**src/rtl/dmem_arbiter.sv**
```systemverilog
// Two-port arbiter in front of the single-ported data memory: accept, one-cycle access,
// registered response. Misaligned or illegal accesses are rejected without touching memory.
module dmem_arbiter #(
  parameter int unsigned FIXED_PRIO = 0
) (
  input  logic        clk,
  input  logic        rst,
  input  logic        req0,
  input  logic        req1,
  input  logic        we0,
  input  logic        we1,
  input  logic [1:0]  lsHB0,
  input  logic [1:0]  lsHB1,
  input  logic        lU0,
  input  logic        lU1,
  input  logic [10:0] addr0,
  input  logic [10:0] addr1,
  input  logic [31:0] wdata0,
  input  logic [31:0] wdata1,
  output logic        gnt0,
  output logic        gnt1,
  output logic        rvalid0,
  output logic        rvalid1,
  output logic [31:0] rdata0,
  output logic [31:0] rdata1,
  output logic        err0,
  output logic        err1,
  output logic        mem_read,
  output logic        mem_write,
  output logic [1:0]  mem_lsHB,
  output logic        mem_lU,
  output logic [10:0] mem_addr,
  output logic [31:0] mem_wdata,
  input  logic [31:0] mem_rdata
);

  typedef enum logic [1:0] {StIdle, StAccess, StResp} state_t;

  state_t      r_state, w_state_next;
  logic        w_gnt0, w_gnt1, w_accept;
  logic        r_ptr;
  logic        r_owner, r_we, r_lu, r_illegal;
  logic [1:0]  r_hb;
  logic [10:0] r_addr;
  logic [31:0] r_wdata;
  logic        r_rvalid0, r_rvalid1, r_err0, r_err1;
  logic [31:0] r_rdata0, r_rdata1;
  logic        w_sel_we, w_sel_lu;
  logic [1:0]  w_sel_hb;
  logic [10:0] w_sel_addr;
  logic [31:0] w_sel_wdata, w_resp_data;

  function automatic logic f_illegal(input logic [1:0] hb, input logic [1:0] a);
    return (hb == 2'b11) || ((hb == 2'b00) && (a != 2'b00)) || ((hb == 2'b10) && a[0]);
  endfunction

  // Arbitration and next state; grants are suppressed while reset is asserted.
  always_comb begin
    w_state_next = r_state;
    w_gnt0       = 1'b0;
    w_gnt1       = 1'b0;
    if (!rst && ((r_state == StIdle) || (r_state == StResp))) begin
      if (req0 && req1) begin
        if ((FIXED_PRIO != 0) || !r_ptr) w_gnt0 = 1'b1;
        else                             w_gnt1 = 1'b1;
      end else begin
        w_gnt0 = req0;
        w_gnt1 = req1;
      end
    end
    w_accept = w_gnt0 | w_gnt1;
    unique case (r_state)
      StIdle:   if (w_accept) w_state_next = StAccess;
      StAccess: w_state_next = StResp;
      StResp:   w_state_next = w_accept ? StAccess : StIdle;
      default:  w_state_next = StIdle;
    endcase
  end

  always_comb begin
    w_sel_we    = w_gnt1 ? we1    : we0;
    w_sel_hb    = w_gnt1 ? lsHB1  : lsHB0;
    w_sel_lu    = w_gnt1 ? lU1    : lU0;
    w_sel_addr  = w_gnt1 ? addr1  : addr0;
    w_sel_wdata = w_gnt1 ? wdata1 : wdata0;
    w_resp_data = (r_illegal || r_we) ? 32'h0 : mem_rdata;
  end

  always_ff @(posedge clk) begin
    if (rst) begin
      r_state   <= StIdle;
      r_ptr     <= 1'b0;
      r_owner   <= 1'b0;
      r_we      <= 1'b0;
      r_lu      <= 1'b0;
      r_illegal <= 1'b0;
      r_hb      <= 2'b00;
      r_addr    <= '0;
      r_wdata   <= '0;
      r_rvalid0 <= 1'b0;
      r_rvalid1 <= 1'b0;
      r_err0    <= 1'b0;
      r_err1    <= 1'b0;
      r_rdata0  <= '0;
      r_rdata1  <= '0;
    end else begin
      r_state <= w_state_next;
      if (w_accept) begin
        r_owner   <= w_gnt1;
        r_ptr     <= w_gnt0;
        r_we      <= w_sel_we;
        r_hb      <= w_sel_hb;
        r_lu      <= w_sel_lu;
        r_addr    <= w_sel_addr;
        r_wdata   <= w_sel_wdata;
        r_illegal <= f_illegal(w_sel_hb, w_sel_addr[1:0]);
      end
      r_rvalid0 <= 1'b0;
      r_rvalid1 <= 1'b0;
      r_err0    <= 1'b0;
      r_err1    <= 1'b0;
      // The rising edge that ends ACCESS captures the memory read into the response.
      if (r_state == StAccess) begin
        if (r_owner) begin
          r_rvalid1 <= 1'b1;
          r_err1    <= r_illegal;
          r_rdata1  <= w_resp_data;
        end else begin
          r_rvalid0 <= 1'b1;
          r_err0    <= r_illegal;
          r_rdata0  <= w_resp_data;
        end
      end
    end
  end

  assign gnt0      = w_gnt0;
  assign gnt1      = w_gnt1;
  assign rvalid0   = r_rvalid0;
  assign rvalid1   = r_rvalid1;
  assign rdata0    = r_rdata0;
  assign rdata1    = r_rdata1;
  assign err0      = r_err0;
  assign err1      = r_err1;
  assign mem_read  = (r_state == StAccess) && !r_illegal && !r_we;
  assign mem_write = (r_state == StAccess) && !r_illegal && r_we;
  assign mem_lsHB  = r_hb;
  assign mem_lU    = r_lu;
  assign mem_addr  = r_addr;
  assign mem_wdata = r_wdata;

endmodule
```
**config.mk**
```make
export PLATFORM = sky130hd
export DESIGN_NAME = dmem_arbiter
export DESIGN_NICKNAME = d
export VERILOG_FILES = /design/src/rtl/dmem_arbiter.sv
export SDC_FILE = /design/constraint.sdc
export NUM_CORES = 1
export LEC_CHECK = 0
export BUFFER_PORTS_ARGS = -buffer_cell sky130_fd_sc_hd__buf_2
export CAP_MARGIN = 20
export CORE_MARGIN = 2
export CORE_UTILIZATION = 50
export CTS_BUF_LIST = sky130_fd_sc_hd__clkbuf_4 sky130_fd_sc_hd__clkbuf_8
export CTS_CLUSTER_DIAMETER = 100
export CTS_CLUSTER_SIZE = 40
export DETAILED_ROUTE_END_ITERATION = 7
export PLACE_DENSITY_LB_ADDON = 0.25
export SYNTH_ARGS = -nofsm -noshare
export SYNTH_HDL_FRONTEND = slang
export SYNTH_SLANG_ARGS = --single-unit
```
**constraint.sdc**
```tcl
create_clock -name clk -period 2.25 [get_ports clk]
set_clock_uncertainty 0.05 [all_clocks]
set_input_delay 0.45 -clock clk [delete_from_list [all_inputs] [get_ports clk]]
set_output_delay 0.45 -clock clk [all_outputs]
set_load 0.02 [all_outputs]
```
==> run_results.csv, run 1 <==
group,metric,value,unit
power_and_ir_drop,switchingPower,1.444,mW
worst_setup_path,max_stage_delay,370,ps
sta,clock.fmax,0.5222,GHz
worst_setup_path,cp_cell_sequence,"nand2b_1 > nor3b_1 > buf_2",
cells_and_area,drive_gt1_share,37.64,%
cells_and_area,fin_util,69.97,%
sta,grt_setup_unrepaired,"no",
worst_setup_path,path_max_fanout,7,
power_and_ir_drop,ir_drop,0.3778,mV
worst_setup_path,crit_type,"reg2out",
synthesis,synth_top_area_share,50.47,%
synthesis,yosys-top-cells-area,"dfxtp_1 (50%), nand2_1 (13%), a21oi_1 (6.9%)",
floorplan,std_cell_rows,35,
grt,antenna_found_initial,1,
sta,setup_viol,0,
detailed_routing,dr.pass1.iters,5,
placement,io_buffers,247,
placement,routabilityCongestion,0.7904,
synthesis,synth-seq-cells,120,
grt,grt_pass1_wl,21650,um
sta,post-route-period-util,85.11,%
run,cap_viol_max_count,0,
synthesis,synth_edf_count,0,
clock_tree,clkLatencyLatePin,410,ps
sta,setup_tns,0,ps
synthesis,synthCells,588,
clock_tree,clk_pin_slew,80,ps
synthesis,avgSynthCellArea,8.094,sq um
cells_and_area,area_growth,35.83,%
worst_setup_path,timing.rr.end,"mem_wdata[21]$_SDFFE_PP0P_",
floorplan,start_util,51.51,%
cells_and_area,fin_nets,946,
synthesis,syn_area,4760,sq um
clock_tree,postCtsSetupBuffers,0,
worst_setup_path,slowest_stage,"dfxtp_1",
placement,hpwlAfterDp,9763,um
synthesis,yosysMostFrequentCell,"nand2_1",
worst_setup_path,worstPathRequired,1750,ps
sta,finalMaxSlewViolations,0,
synthesis,synth_flop_cell,"dfxtp_1",
sta,worstMarginPinSlew,621.3,ps
clock_tree,max-clock-path-buffers,2,
power_and_ir_drop,combinationalPowerShare,16.3,%
power_and_ir_drop,p_per_area,786.6,nW/um^2
detailed_routing,wirelength,13760,um
power_and_ir_drop,switching_share,28.39,%
worst_setup_path,reg2reg_from,"r_ptr$_SDFFE_PP0P_",
sta,period_needed,1915,ps
worst_setup_path,setup.worst_path.start,"r_state[0]$_SDFFE_PP0P_",
grt,grt_pass1_vias,4797,
grt,track_usage,26.63,%
power_and_ir_drop,p_leak,2.953,nW
worst_setup_path,worst_ep_arrival_time,1420,ps
synthesis,synth_common_cells,"nand2_1 (159), dfxtp_1 (120), a21oi_1 (66)",
detailed_routing,vias_per_cell,5.244,
worst_setup_path,r2r_slack,730,ps
power_and_ir_drop,p_int,3.641,mW
clock_tree,cts_buffers,17,
synthesis,yosys_warnings,0,
floorplan,core,9240,sq um
synthesis,ys_types,25,
detailed_routing,avgRoutedWirePerCell,14.35,um
sta,relSlewSlack,58.58,%
grt,grt_max_degree,118,
detailed_routing,drc_errors,0,
clock_tree,post_cts_resized,0,
power_and_ir_drop,p_seq_share,45.2,%
clock_tree,cts_tree,"done",
grt,grt_overflow,0,
clock_tree,clkSinkCount,120,
clock_tree,cts_max_level,4,
clock_tree,cts_root_buffer,"clkbuf_8",
worst_setup_path,worst_setup_path_end_kind,"output port",
floorplan,die_height,101.6,um
worst_setup_path,r2r_cells,6,
sta,finalHoldViolCount,0,
status,status,"finished clean",
synthesis,synth_fp_nets,718,
floorplan,boundaryPins,248,
floorplan,dieArea,10320,sq um
detailed_routing,routed-via-count,5029,
worst_setup_path,cp-start-kind,"flop",
synthesis,synth_seq_area_share,50.47,%
worst_setup_path,cp-endpoint,"mem_write",
synthesis,async_flop_share,0,%
power_and_ir_drop,clock_power_share,38.5,%
synthesis,synth_top_cell_by_area,"dfxtp_1",
clock_tree,hold_buffers,0,
hold_path,min_path_type,"in2reg",
floorplan,die_w,101.6,um
detailed_routing,final_antenna_net_count,0,
detailed_routing,drtIter0Drc,246,
-- power groups by stage --
| stage | sequential, mW | combinational, mW | clock, mW |
|---|---|---|---|
| global route | 2.31 | 0.908 | 2.09 |
| CTS | 2.30 | 0.829 | 1.99 |
| floorplan | 2.47 | 0.382 | 0 |
| detailed placement | 2.35 | 0.827 | 0 |
| global placement | 2.34 | 0.809 | 0 |
| finish | 2.30 | 0.827 | 1.96 |
-- logic make-up (layout without fill, tap and decap cells) --
logic type             after synthesis  in the layout  share of synthesized area (%)
buffers and inverters               56            297                          5.889
AND/OR/NAND/NOR                    294            294                          25.79
multiplexers                         2              2                         0.4469
AO/OA/AOI/OAI                      116            116                          17.40
other                                0              1                              0
flip-flops                         120            120                          50.47
-- layout by cell type, fill, tap and decap left out, drive strengths merged --
master	instances
nor3	1
nor2	58
bufinv	2
diode	1
dfxtp	120
clkbuf	22
nor2b	2
nand2b	6
clkinvlp	6
clkinv	1
inv	4
mux2i	1
o31ai	2
mux2	1
buf	262
a21oi	66
nand2	159
nor3b	1
a311oi	47
o21ai	1
and3	1
or2	1
nand3	65
-- routing by layer --
metal / vias up / part of all wire (%) / track usage [%]
li1: 2464 / - / -
met2: 221 / 51 / 44.43
met4: 0 / 2.7 / 13.51
met5: - / 0 / 0
met3: 33 / 9.0 / 9.248
met1: 2311 / 37 / 30.17
-- per-stage QoR --
stage               setup slack [ps]  instances  hold WS [ps]  cell area, sq um  total power [mW]
floorplan                      658.9        588         421.0              4760             2.856
global placement               621.4        926         388.2              6053             3.152
detailed placement             494.8        926         393.0              6053             3.175
CTS                            304.9        958         205.7              6462             5.119
global route                   238.3        959         215.1              6465             5.309
finish                         335.0        959         231.3              6465             5.085
-- flip-flops by register name, summed over array words and instances (netlist names), 2 cells and up --
signal     count
rdata1        32
rdata0        32
mem_lsHB       2
mem_addr      11
r_state        2
mem_wdata     32
-- worst min-delay path by stage --
stage                                        from                         end  cells after the start
after floorplan                r_ptr$_SDFFE_PP0P_          r_ptr$_SDFFE_PP0P_                      2
after global placement     rdata1[0]$_SDFFE_PP0P_      rdata1[0]$_SDFFE_PP0P_                      2
after detailed placement  rdata0[25]$_SDFFE_PP0P_     rdata0[25]$_SDFFE_PP0P_                      2
after CTS                              wdata1[24]  mem_wdata[24]$_SDFFE_PP0P_                      3
after global routing                 mem_rdata[4]      rdata1[4]$_SDFFE_PP0P_                      3
final                                  wdata1[24]  mem_wdata[24]$_SDFFE_PP0P_                      3
-- worst max-delay path, delay by kind of cell (launching register included) --
family	cells	cell delay, ps
buf+inv	1	210
flops	1	370
simple gates	2	430
-- area by class of cell --
type / count / area [sq um]
fillers: 785 / 2775
diodes: 1 / 2.502
repair buffers: 262 / 1389
flip-flops and latches: 120 / 2402
inverters: 3 / 11.26
multi-input cells: 412 / 2090
clock buffers: 22 / 290.3
well taps: 129 / 161.4
clock inverters: 10 / 118.9
Note: power is estimated with default switching activity, not from simulation.
==> run 2: changes to the inputs <==
CORE_UTILIZATION = 47   (was 50)
clock period = 1.96 ns   (was 2.25 ns; I/O delays follow)
==> run 2 against run 1 <==
Global-route usage decreased by 1.6 points. Largest power group unchanged. Worst hold slack got worse by 52 ps. Sequential share of layout area about the same. Wire length decreased by 0.33%. Setup slack got worse by 240 ps. Register-to-register slack got worse by 370 ps. Clock power increased by 12%.
==> run_results.csv, run 2 (same netlist as run 1, synthesis figures left out) <==
group,metric,value,unit
clock_tree,postCtsSetupBuffers,0,
worst_setup_path,worst_setup_path_end_kind,"output port",
placement,io_buffers,247,
grt,grt_pass1_wl,22410,um
power_and_ir_drop,power,5.801,mW
clock_tree,clkSinkCount,120,
hold_path,min_from,"wdata1[11]",
clock_tree,max-clock-path-buffers,2,
status,status,"finished clean",
cells_and_area,drive_gt1_share,37.38,%
clock_tree,clk_pin_slew,70,ps
sta,post-route-period-util,95.14,%
run,cap_viol_max_count,0,
worst_setup_path,worst_ep_arrival_time,1420,ps
sta,grt_setup_unrepaired,"no",
power_and_ir_drop,p_per_area,896.8,nW/um^2
power_and_ir_drop,ir_drop,0.4699,mV
worst_setup_path,worstPathRequired,1520,ps
grt,grt_overflow,0,
worst_setup_path,cp-start-kind,"flop",
floorplan,std_cell_rows,36,
detailed_routing,dr.pass1.iters,4,
sta,finalMaxSlewViolations,0,
clock_tree,cts_root_buffer,"clkbuf_8",
power_and_ir_drop,clock_power_share,37.9,%
cells_and_area,design_area,6469,sq um
detailed_routing,vias_per_cell,5.165,
cells_and_area,n_fill_cell,900,
power_and_ir_drop,switching_share,27.50,%
cells_and_area,diodes,0,
sta,period_needed,1865,ps
power_and_ir_drop,switchingPower,1.595,mW
worst_setup_path,timing.rr.end,"mem_addr[4]$_SDFFE_PP0P_",
floorplan,dieArea,10950,sq um
detailed_routing,routed-via-count,4943,
detailed_routing,drtIter0Drc,233,
grt,antenna_found_initial,0,
hold_path,min_path_type,"in2reg",
detailed_routing,final_antenna_net_count,0,
cells_and_area,final_cell_mix,"buf_2 (246), nand2_1 (159), dfxtp_1 (120), a21oi_1 (66), nand3_1 (64)",
sta,worstMarginPinSlew,576.3,ps
sta,setup_tns,0,ps
cells_and_area,fin_nets,942,
clock_tree,hold_buffers,0,
worst_setup_path,max_stage_delay,320,ps
cells_and_area,area_growth,35.91,%
clock_tree,clkLatencyLatePin,410,ps
clock_tree,cts_max_level,4,
floorplan,core,9819,sq um
grt,grt_pass1_vias,4764,
sta,finalHoldViolCount,0,
placement,dp.cells,926,
power_and_ir_drop,p_int,4.206,mW
worst_setup_path,cp_cell_sequence,"nand2b_1 > nand3_2 > clkinv_2 > buf_2",
worst_setup_path,cp-endpoint,"gnt1",
sta,relSlewSlack,61.58,%
worst_setup_path,reg2reg_from,"r_ptr$_SDFFE_PP0P_",
detailed_routing,drc_errors,0,
floorplan,boundaryPins,248,
worst_setup_path,setup.worst_path.start,"r_ptr$_SDFFE_PP0P_",
placement,routabilityCongestion,0.8139,
cells_and_area,final_common_cell,"buf_2",
detailed_routing,avgRoutedWirePerCell,14.33,um
detailed_routing,wirelength,13720,um
worst_setup_path,crit_type,"reg2out",
cells_and_area,fin_cells,957,
grt,track_usage,25.06,%
floorplan,die_height,104.6,um
sta,setup_viol,0,
placement,hpwlAfterDp,9629,um
floorplan,start_util,48.47,%
power_and_ir_drop,combinationalPowerShare,16.5,%
clock_tree,cts_tree,"done",
worst_setup_path,r2r_slack,360,ps
worst_setup_path,path_max_fanout,15,
worst_setup_path,slowest_stage,"dfxtp_1",
worst_setup_path,r2r_cells,5,
power_and_ir_drop,p_seq_share,45.6,%
sta,clock.fmax,0.5363,GHz
placement,placed_area,6066,sq um
power_and_ir_drop,p_leak,2.957,nW
clock_tree,cts_buffers,17,
grt,grt_max_degree,118,
floorplan,die_w,104.6,um
[run 2: cell count changes in the layout (fill, tap and decap cells not counted)]
cell and change:
clkinvlp_4 -4, nand2b_2 +1, clkbuf_8 +1, inv_6 -1, buf_4 -7, nand2b_1 -1
diode_2 -1, clkinv_2 +4, inv_2 -1, buf_12 +3
[run 2: area by class of cell]
class | instances | area (sq um) | area share (%)
clock buffer | 23 | 304.0 | 4.700
clock inverter | 8 | 95.09 | 1.470
timing repair buffer | 258 | 1396 | 21.59
tap | 133 | 166.4 | 2.573
sequential | 120 | 2402 | 37.14
multi-input combinational | 412 | 2092 | 32.34
inverter | 3 | 12.51 | 0.1934
[run 2: power by group through the flow]
stage               Clock (mW)  Sequential (mW)  Combinational (mW)
finish                    2.20             2.64               0.959
global route              2.39             2.66                1.05
CTS                       2.25             2.64               0.963
detailed placement           0             2.69               0.962
global placement             0             2.69               0.938
floorplan                    0             2.84               0.438
[run 2: what timing repair did]
item,in CTS,in global routing
hold endpoints to repair,0,0
gates resized for setup,0,2
setup endpoints to repair,0,2
[run 2: metal layers]
layer  vias to the layer above  global-route usage [%]  wire, um
li1                       2457                       -         -
met1                      2257                   28.28      5413
met2                       202                   43.32      6825
met3                        27                   8.110      1151
met4                         0                   10.86       328
met5                         -                       0         0
[run 2: through the flow]
stage	setup WS [ps]	hold slack [ps]	util (%)
floorplan	468.7	421.0	-
global placement	351.7	388.5	61.77
detailed placement	245.5	394.2	61.77
CTS	30.03	156.4	65.84
global route	4.604	158.3	65.88
finish	95.20	179.6	65.88
[run 2: worst min path at each step]
stage | endpoint | slack [ps] | cells past startpoint
floorplan | r_ptr$_SDFFE_PP0P_ | 420 | 2
global placement | rdata0[2]$_SDFFE_PP0P_ | 390 | 2
detailed placement | rdata0[12]$_SDFFE_PP0P_ | 390 | 2
CTS | mem_wdata[6]$_SDFFE_PP0P_ | 160 | 3
global route | rdata0[17]$_SDFFE_PP0P_ | 160 | 3
finish | mem_wdata[11]$_SDFFE_PP0P_ | 180 | 3
[run 2: critical path, delay by kind of cell, from the launching register on]
kind | cells | cell delay (ps)
flops | 1 | 320
buf+inv | 2 | 450
simple gates | 2 | 240
